**src/rtl/sevenseg_scan_decoder_pkg.sv**
```systemverilog
// Shared definitions for the seven-segment scan decoder: active-low glyph
// patterns, FSM state encoding, anode select patterns and small helpers.
package sevenseg_scan_decoder_pkg;

  // Active-low segment patterns, seg[0]=a ... seg[6]=g
  localparam logic [6:0] SEG_0     = 7'h40;
  localparam logic [6:0] SEG_1     = 7'h79;
  localparam logic [6:0] SEG_2     = 7'h24;
  localparam logic [6:0] SEG_3     = 7'h30;
  localparam logic [6:0] SEG_4     = 7'h19;
  localparam logic [6:0] SEG_5     = 7'h12;
  localparam logic [6:0] SEG_6     = 7'h02;
  localparam logic [6:0] SEG_7     = 7'h78;
  localparam logic [6:0] SEG_8     = 7'h00;
  localparam logic [6:0] SEG_9     = 7'h10;
  localparam logic [6:0] SEG_A     = 7'h08;
  localparam logic [6:0] SEG_B     = 7'h03;
  localparam logic [6:0] SEG_C     = 7'h46;
  localparam logic [6:0] SEG_D     = 7'h21;
  localparam logic [6:0] SEG_E     = 7'h06;
  localparam logic [6:0] SEG_F     = 7'h0E;
  localparam logic [6:0] SEG_BLANK = 7'h7F;

  // Scan FSM states
  localparam logic [1:0] ST_IDLE   = 2'd0;
  localparam logic [1:0] ST_SETTLE = 2'd1;
  localparam logic [1:0] ST_HOLD   = 2'd2;

  // Active-low anode patterns selecting exactly one digit
  localparam logic [3:0] AN_DIGIT0 = 4'b1110;
  localparam logic [3:0] AN_DIGIT1 = 4'b1101;
  localparam logic [3:0] AN_DIGIT2 = 4'b1011;
  localparam logic [3:0] AN_DIGIT3 = 4'b0111;

  // Decoded view of one segment pattern
  typedef struct packed {
    logic [3:0] value;
    logic       is_blank;
    logic       is_known;
  } glyph_t;

  // True when exactly one anode line is driven low
  function automatic logic an_is_single(input logic [3:0] an_v);
    logic single;
    case (an_v)
      AN_DIGIT0, AN_DIGIT1, AN_DIGIT2, AN_DIGIT3: single = 1'b1;
      default:                                    single = 1'b0;
    endcase
    return single;
  endfunction

  // Digit index of a single-low anode pattern
  function automatic logic [1:0] an_index(input logic [3:0] an_v);
    logic [1:0] idx;
    case (an_v)
      AN_DIGIT1: idx = 2'd1;
      AN_DIGIT2: idx = 2'd2;
      AN_DIGIT3: idx = 2'd3;
      default:   idx = 2'd0;
    endcase
    return idx;
  endfunction

endpackage

```
**src/rtl/sevenseg_scan_decoder_glyph_decode.sv**
```systemverilog
// Combinational map from an active-low segment pattern to a hex value,
// flagging the all-off pattern and anything that is not a known glyph.
module sevenseg_glyph_decode
  import sevenseg_scan_decoder_pkg::*;
(
  input  logic [6:0] seg,
  output logic [3:0] value,
  output logic       is_blank,
  output logic       is_known
);

  // Table lookup; blank reads as F so the caller can store it directly
  always_comb begin
    value    = 4'h0;
    is_blank = 1'b0;
    is_known = 1'b1;
    case (seg)
      SEG_0: value = 4'h0;
      SEG_1: value = 4'h1;
      SEG_2: value = 4'h2;
      SEG_3: value = 4'h3;
      SEG_4: value = 4'h4;
      SEG_5: value = 4'h5;
      SEG_6: value = 4'h6;
      SEG_7: value = 4'h7;
      SEG_8: value = 4'h8;
      SEG_9: value = 4'h9;
      SEG_A: value = 4'hA;
      SEG_B: value = 4'hB;
      SEG_C: value = 4'hC;
      SEG_D: value = 4'hD;
      SEG_E: value = 4'hE;
      SEG_F: value = 4'hF;
      SEG_BLANK: begin
        value    = 4'hF;
        is_blank = 1'b1;
        is_known = 1'b0;
      end
      default: is_known = 1'b0;
    endcase
  end

endmodule

```
**src/rtl/sevenseg_scan_decoder.sv**
```systemverilog
// Recovers the four displayed hex digits from the multiplexed active-low
// anode/segment scan lines. A digit is captured once its anode pattern and
// segments have been stable long enough; per-digit valid/blank/stale flags
// and frame/error pulses accompany the captured values.
module sevenseg_scan_decoder
  import sevenseg_scan_decoder_pkg::*;
#(
  parameter int SETTLE_CYCLES  = 16,
  parameter int TIMEOUT_CYCLES = 2_000_000
) (
  input  logic       clk,
  input  logic       rst,
  input  logic [3:0] an,
  input  logic [6:0] seg,
  output logic [3:0] d3,
  output logic [3:0] d2,
  output logic [3:0] d1,
  output logic [3:0] d0,
  output logic [3:0] dvalid,
  output logic [3:0] blank,
  output logic [3:0] stale,
  output logic       frame_done,
  output logic       decode_err
);

  localparam int SCW = (SETTLE_CYCLES > 2) ? $clog2(SETTLE_CYCLES) : 1;
  localparam int TW  = $clog2(TIMEOUT_CYCLES + 1);
  localparam logic [SCW-1:0] SETTLE_LAST = SCW'(SETTLE_CYCLES - 1);
  localparam logic [TW-1:0]  TIMEOUT_V   = TW'(TIMEOUT_CYCLES);

  logic [3:0]     an_meta_q, an_meta_d, an_sync_q, an_sync_d;
  logic [6:0]     seg_meta_q, seg_meta_d, seg_sync_q, seg_sync_d;
  logic [1:0]     state_q, state_d;
  logic [3:0]     an_lock_q, an_lock_d;
  logic [6:0]     seg_lock_q, seg_lock_d;
  logic [SCW-1:0] settle_cnt_q, settle_cnt_d;
  logic           capture;
  logic [3:0]     digit_q [4];
  logic [3:0]     digit_d [4];
  logic [3:0]     dvalid_q, dvalid_d, blank_q, blank_d, stale_q, stale_d;
  logic [TW-1:0]  stale_cnt_q [4];
  logic [TW-1:0]  stale_cnt_d [4];
  logic [3:0]     seen_q, seen_d, seen_set;
  logic           frame_done_q, frame_done_d, decode_err_q, decode_err_d;
  logic [1:0]     cap_idx;
  glyph_t         glyph;

  // Two-stage synchronizer inputs for the asynchronous scan lines
  always_comb begin
    an_meta_d  = an;
    an_sync_d  = an_meta_q;
    seg_meta_d = seg;
    seg_sync_d = seg_meta_q;
  end

  sevenseg_glyph_decode u_glyph_decode (
    .seg      (seg_lock_q),
    .value    (glyph.value),
    .is_blank (glyph.is_blank),
    .is_known (glyph.is_known)
  );

  // Scan FSM: lock onto a single-low anode, wait for stable segments, capture once
  always_comb begin
    state_d      = state_q;
    an_lock_d    = an_lock_q;
    seg_lock_d   = seg_lock_q;
    settle_cnt_d = settle_cnt_q;
    capture      = 1'b0;
    if (state_q == ST_IDLE || an_sync_q != an_lock_q) begin
      if (an_is_single(an_sync_q)) begin
        state_d      = ST_SETTLE;
        an_lock_d    = an_sync_q;
        seg_lock_d   = seg_sync_q;
        settle_cnt_d = '0;
      end else begin
        state_d = ST_IDLE;
      end
    end else if (state_q == ST_SETTLE) begin
      if (seg_sync_q != seg_lock_q) begin
        seg_lock_d   = seg_sync_q;
        settle_cnt_d = '0;
      end else if (settle_cnt_q == SETTLE_LAST) begin
        capture = 1'b1;
        state_d = ST_HOLD;
      end else begin
        settle_cnt_d = settle_cnt_q + SCW'(1);
      end
    end else if (state_q != ST_HOLD) begin
      state_d = ST_IDLE;
    end
  end

  assign cap_idx = an_index(an_lock_q);

  // Capture bookkeeping: digit values, flags, stale timers and frame mask
  always_comb begin
    dvalid_d     = dvalid_q;
    blank_d      = blank_q;
    seen_d       = seen_q;
    seen_set     = seen_q;
    frame_done_d = 1'b0;
    decode_err_d = 1'b0;
    for (int i = 0; i < 4; i++) begin
      digit_d[i]     = digit_q[i];
      stale_cnt_d[i] = (stale_cnt_q[i] == TIMEOUT_V) ? stale_cnt_q[i]
                                                     : stale_cnt_q[i] + TW'(1);
    end
    if (capture) begin
      if (glyph.is_known || glyph.is_blank) begin
        digit_d[cap_idx]     = glyph.value;
        dvalid_d[cap_idx]    = 1'b1;
        blank_d[cap_idx]     = glyph.is_blank;
        stale_cnt_d[cap_idx] = '0;
        seen_set             = seen_q | (4'b0001 << cap_idx);
        if (seen_set == 4'hF) begin
          frame_done_d = 1'b1;
          seen_d       = 4'h0;
        end else begin
          seen_d = seen_set;
        end
      end else begin
        decode_err_d = 1'b1;
      end
    end
    for (int i = 0; i < 4; i++) begin
      stale_d[i] = (stale_cnt_d[i] == TIMEOUT_V);
    end
  end

  // State registers with synchronous reset; idle scan lines reset to all-off
  always_ff @(posedge clk) begin
    if (rst) begin
      an_meta_q    <= 4'hF;
      an_sync_q    <= 4'hF;
      seg_meta_q   <= SEG_BLANK;
      seg_sync_q   <= SEG_BLANK;
      state_q      <= ST_IDLE;
      an_lock_q    <= 4'hF;
      seg_lock_q   <= SEG_BLANK;
      settle_cnt_q <= '0;
      dvalid_q     <= '0;
      blank_q      <= '0;
      stale_q      <= '0;
      seen_q       <= '0;
      frame_done_q <= 1'b0;
      decode_err_q <= 1'b0;
      for (int i = 0; i < 4; i++) begin
        digit_q[i]     <= '0;
        stale_cnt_q[i] <= '0;
      end
    end else begin
      an_meta_q    <= an_meta_d;
      an_sync_q    <= an_sync_d;
      seg_meta_q   <= seg_meta_d;
      seg_sync_q   <= seg_sync_d;
      state_q      <= state_d;
      an_lock_q    <= an_lock_d;
      seg_lock_q   <= seg_lock_d;
      settle_cnt_q <= settle_cnt_d;
      dvalid_q     <= dvalid_d;
      blank_q      <= blank_d;
      stale_q      <= stale_d;
      seen_q       <= seen_d;
      frame_done_q <= frame_done_d;
      decode_err_q <= decode_err_d;
      for (int i = 0; i < 4; i++) begin
        digit_q[i]     <= digit_d[i];
        stale_cnt_q[i] <= stale_cnt_d[i];
      end
    end
  end

  assign d0         = digit_q[0];
  assign d1         = digit_q[1];
  assign d2         = digit_q[2];
  assign d3         = digit_q[3];
  assign dvalid     = dvalid_q;
  assign blank      = blank_q;
  assign stale      = stale_q;
  assign frame_done = frame_done_q;
  assign decode_err = decode_err_q;

endmodule
```
**config.mk**
```make
export PLATFORM = sky130hd
export DESIGN_NAME = sevenseg_scan_decoder
export DESIGN_NICKNAME = d
export VERILOG_FILES = /design/src/rtl/sevenseg_scan_decoder_pkg.sv /design/src/rtl/sevenseg_scan_decoder_glyph_decode.sv /design/src/rtl/sevenseg_scan_decoder.sv
export SDC_FILE = /design/constraint.sdc
export NUM_CORES = 1
export LEC_CHECK = 0
export CORE_ASPECT_RATIO = 0.8
export CORE_MARGIN = 2
export CORE_UTILIZATION = 50
export CTS_BUF_LIST = sky130_fd_sc_hd__clkbuf_8
export DETAILED_ROUTE_END_ITERATION = 8
export GPL_ROUTABILITY_DRIVEN = 1
export PLACE_DENSITY = 0.75
export SLEW_MARGIN = 40
export SYNTH_ARGS = -nofsm -noshare
export SYNTH_HDL_FRONTEND = slang
export SYNTH_HIERARCHICAL = 1
export SYNTH_SLANG_ARGS = --single-unit
export TNS_END_PERCENT = 20
```
**constraint.sdc**
```tcl
create_clock -name clk -period 3.8 [get_ports clk]
set_input_delay 1.14 -clock clk [delete_from_list [all_inputs] [get_ports clk]]
set_output_delay 1.14 -clock clk [all_outputs]
set_load 0.01 [all_outputs]
```
=== Word-level counts from Yosys, hierarchy flattened ===
Memories as Yosys holds them, arrays and structs flattened.
Index checks and enable logic that the tools add are counted.

* Register bits: 57
* Memory bits (writable): 100
* Bits of input ports: 13
* Output and inout bits: 30
* Logic and storage cells: 156
* Memories kept: 2

* Add/subtract/negate cells: 5
* Magnitude comparators: 4
* Eq/ne operators: 41
* Shifts and indexed selects: 1
* Multiplexer cells: 55
* Bitwise operators: 15
* Reductions and logical operators: 19

{| class="wikitable"
|+ Memories
! name !! depth !! bits a word !! read ports !! clocked after Yosys merged registers in !! wr ports !! line !! RTL
|-
| stale_cnt_q || 4 || 21 || 4 || 0 || 4 || sevenseg_scan_decoder.sv:41 || <nowiki>logic [TW-1:0] stale_cnt_q [4];</nowiki>
|-
| digit_q || 4 || 4 || 4 || 0 || 4 || sevenseg_scan_decoder.sv:38 || <nowiki>logic [3:0] digit_q [4];</nowiki>
|}

{| class="wikitable"
|+ Operators by type and width
! kind !! count
|-
| 21-bit 2-to-1 mux || 9
|-
| 21-bit equality test (second input constant) || 8
|-
| 84-bit 2-to-1 mux || 2
|-
| 21-bit by 1-bit adder with 21-bit output (second input constant) || 4
|-
| 84-bit AND || 1
|-
| 84-bit NOT || 1
|-
| 4-bit one-hot mux with 15 select lines || 1
|-
| 4-bit 2-to-1 mux || 11
|-
| 21-bit demux with 2-bit select || 1
|-
| 7-bit equality test (second input constant) || 5
|-
| 16-bit 2-to-1 mux || 2
|-
| 4-bit equality test (second input constant) || 7
|-
| 7-bit 2-to-1 mux || 4
|-
| 7-bit by 5-bit equality test with 1-bit output (second input constant) || 3
|-
| 7-bit by 6-bit equality test with 1-bit output (second input constant) || 3
|-
| 16-bit bitwise mux || 1
|-
| 16-bit OR reduction || 1
|-
| 1-bit 2-to-1 mux || 15
|-
| 7-bit by 2-bit equality test with 1-bit output (second input constant) || 2
|-
| 7-bit by 4-bit equality test with 1-bit output (second input constant) || 2
|-
| 2-bit 2-to-1 mux || 5
|-
| 3-bit AND reduction || 3
|-
| 4-bit demux with 2-bit select || 1
|-
| 4-bit by 3-bit equality test with 1-bit output (second input constant) || 2
|-
| 31 further kinds || 46
|}

=== Longest topological paths before layout ===
* Depth after elaboration: 12
* Depth in mapped cells: 12
* Depth with buffers taken out: 10

=== Hierarchy ===
Netlist, hierarchy kept.

{| class="wikitable"
|+ By module, submodules not included
! module !! times used !! cells each !! area each (um^2)
|-
| sevenseg_scan_decoder || 1 || 873 || 7479.7
|-
| sevenseg_glyph_decode || 1 || 51 || 356.6
|}

=== Least setup slack after synthesis ===
No wires, ideal clock.

* Path kind: reg-to-reg
* From: reg seg_lock_q[2]
* To: reg seen_q[1]
* Data arrival time: 2.571 ns
* Path slack: 1.091 ns
* Stages on the path, launching flop included: 12
* Buffers on the path: 1
* Period minus slack after synthesis: 2.709 ns
* Cells stage by stage: dfxtp_1 buf_2 nand3b_1 or4_1 o221ai_1 nand4b_1 nor2_1 nor4_1 nand4_1 or4b_1 nor2b_1 a21boi_0

{| class="wikitable"
|+ RTL lines
! what !! line !! RTL
|-
| from (decl) || sevenseg_scan_decoder.sv:35 || <nowiki>logic [6:0] seg_lock_q, seg_lock_d;</nowiki>
|-
| from (signal assigned) || sevenseg_scan_decoder.sv:159 || <nowiki>seg_lock_q <= seg_lock_d;</nowiki>
|-
| to (signal assigned) || sevenseg_scan_decoder.sv:164 || <nowiki>seen_q <= seen_d;</nowiki>
|-
| to (decl) || sevenseg_scan_decoder.sv:43 || <nowiki>logic [3:0] seen_q, seen_d, seen_set;</nowiki>
|}

==> impl_results.md <==
- Status: completed
- Num Clock Sinks: 157
- R2R depth: 8
- Hold path cells: 1
- Syn Area/Cell: 8.48 µm²
- Sequential power share: 0.538
- Vias in the first global route: 5515
- Worst r2r src: seg_lock_q[4]
- Area delta synth->final: 11.9%
- Ant diodes: 0
- Gate power share: 0.096
- Internal power: 2400 µW
- WHS Endpoint: seg_sync_q[2]
- WS Path Type: register to register
- Post-synthesis cell area: 0.00784 mm²
- FF-to-FF End: seen_q[1]
- Synth area leaders: dfxtp_1 40%, nor2_1 7.8%, xor2_1 6.1%
- Largest net degree at the start of global routing: 58
- Final Slew Violations: 0
- Core Util, Final: 0.578
- DIE WIDTH: 144 µm
- Met1 usage: 0.296
- Vias/cell: 5.35
- Max Clock Skew: 0.0133 ns
- GRT Overall Usage: 0.196
- Seq cells post-synth: 157
- Gr ovfl total: 0
- WL final: 15.4 mm
- Ys async rst share: 0
- Type of destination of the critical path: register
- DR WL/cell: 13.2 µm
- Share of layout cells above drive strength 1: 0.0908
- Flop2flop setup slack: 0.64 ns
- DRC Markers: 0
- Clock Latency Late Sink: 0.45 ns
- Class of the tightest hold or removal check: register to register
- Ys flop type: dfxtp_1
- CTS tree: built
- Worst Hold Launch: seg_meta_q[2]
- Syn Nets: 946
- Max cap viols: 0
- Cell with the most instances after synthesis: nor2_1
- P_leak: 0.00312 µW
- Full die area: 0.0167 mm²
- CP Cell Sequence: nand4_1, nor2_1, nor2_1, nor4_1, nand4_1, or4b_1, nor2b_1, a21boi_0
- Site Rows: 40
- Warnings from Yosys: 6
- DIE HEIGHT: 116 µm
- Synth Instances: 924
- Netlist cell types: 69
- Setup TNS: 0 ns
- Final hold violation count: 0
- Via count: 6246
- CP max stage delay: 0.69 ns
- Slew @ Worst Pin: 0.793 ns
- Tmin final: 3.16 ns
- Slew margin rel.: 0.469
- Final nets: 967
- Net switching power: 866 µW
- Busiest layer in global routing: met1
- Clk pin slew, worst setup/hold paths: 0.09 ns
- Worst path required time: 4.12 ns
- Core Area: 0.0152 mm²
- Post-synth top area share: 0.401
- CP bufs+invs: 0
- Bufs on Longest Clock Path: 2
- Post-CTS Setup Bufs: 0
- Post-CTS Hold Buffers: 0
- Post-DP HPWL: 10.9 mm
- Pwr dens: 372 mW/mm²
- Most area-hungry cell type in the Yosys netlist: dfxtp_1
- RSZ-0062 raised after global routing: no
- Post-synth EDFFs: 0
- Max Clock Freq: 317 MHz
- Root buf cell: clkbuf_8
- Global-route wire length before repair: 26.7 mm
- Final setup fails: 0
- Slowest library cell on the worst path: dfxtp_1
- Startpoint Class: register
- DR pass1 iterations: 5
- Initial core utilization: 0.517
- GRT met2 Usage: 0.281
- Worst vdd ir: 0.249 mV
- H-tree Lvls: 4
- Ports: 43
- Critical Path Fanout Max: 16
- Top cells by count, synth: 163 x nor2_1, 157 x dfxtp_1, 55 x xor2_1
- Cell family with most CP delay: simple AND/OR/NAND/NOR gates
- Initial antenna violation count: 0
- Sequential fraction of the synthesis area: 0.401
- Met3 Resource Use GR: 0.0463
- IO buf count: 42
- Post-CTS sizing: 0
- Clock Power Share: 0.366
- Final GP Congestion: 0.854
- Switching share of power: 0.265
- Initial DRC count: 389
- Fin crit share: 0.831
- Num CTS Buffers: 17
- Worst Path Arrival: 3.48 ns
- Antenna-violating nets left: 0
## power by group through the flow
stage | registers [µW] | clock network [µW] | logic [µW]
2_1_floorplan | 1750 | 0 | 287
3_3_place_gp | 1790 | 0 | 312
3_5_place_dp | 1790 | 0 | 314
4_1_cts | 1750 | 1230 | 316
5_1_grt | 1770 | 1310 | 354
6_report | 1750 | 1190 | 315
## kinds of logic (layout without fill, tap and decap cells)
family	after synthesis	count (layout)	share of synthesized area
AOI/OAI and AO/OA	93	93	0.0818
xor gates and xnor gates	99	99	0.111
adders and majority gates	9	9	0.0144
buffers and inverters	79	113	0.0409
DFF	157	157	0.401
muxes	32	32	0.0410
and+or+nand+nor	455	455	0.310
## registers in the layout (all words and copies together), names as in the netlist
register / flops
seg_meta_q: 7
stale_cnt_q: 84
an_meta_q: 4
an_lock_q: 4
seg_lock_q: 7
stale: 4
state_q: 2
frame_done: 1
dvalid: 4
seen_q: 4
blank: 4
seg_sync_q: 7
settle_cnt_q: 4
digit_q: 16
decode_err: 1
an_sync_q: 4
## metal layers
layer  wire, µm  vias up
met3        669        9
met5          0        -
met1       8250     2870
met2       6340      121
li1           -     3246
met4        100        0
## cell usage in the layout (no fill, tap or decap), drive strengths merged, types with 15 or more instances in the layout
cell type	Yosys	layout
a21oi	21	21
and3	18	18
clkbuf	34	20
clkdlybuf4s50	0	41
dfxtp	157	157
inv	28	31
mux2i	31	31
nand2	47	47
nand3	38	38
nand4	33	33
nor2	163	163
nor3	29	29
nor4	23	23
o21ai	15	15
or2	24	24
xnor2	44	44
xor2	55	55
## area by class of cell
class | instances | area, µm²
clock inverters | 12 | 113
inverters | 29 | 109
clock buffers | 20 | 275
repair buffers | 52 | 490
flip-flops and latches | 157 | 3140
well taps | 210 | 263
multi-input cells | 688 | 4370
fillers | 1355 | 6400
## worst register-to-register path, cell delays in order, from the launching register on
cell	delay, ns
dfxtp_1	0.69
nand4_1	0.32
nor2_1	0.46
nor2_1	0.10
nor4_1	0.25
nand4_1	0.28
or4b_1	0.61
nor2b_1	0.18
a21boi_0	0.14
## worst max path at each step
stage / from / end / cells past startpoint / slack, ns
floorplan: seg_lock_q[2] / seen_q[1] / 11 / 1.09
global placement: seg_lock_q[4] / seen_q[1] / 8 / 0.75
detailed placement: seg_lock_q[4] / seen_q[1] / 8 / 0.71
CTS: seg_lock_q[4] / seen_q[1] / 8 / 0.68
global route: seg_lock_q[4] / seen_q[1] / 8 / 0.41
finish: seg_lock_q[4] / seen_q[1] / 8 / 0.64
## per-stage QoR
stage	hold slack [ns]	setup WS (ns)	std cells	instance area (µm²)	power, µW
2_1_floorplan	0.389	1.09	924	7840	2030
3_3_place_gp	0.392	0.746	1136	8380	2100
3_5_place_dp	0.392	0.708	1136	8380	2110
4_1_cts	0.413	0.680	1168	8770	3300
5_1_grt	0.426	0.406	1168	8770	3430
6_report	0.412	0.642	1168	8770	3260
Power figures use the tool's default switching activity.
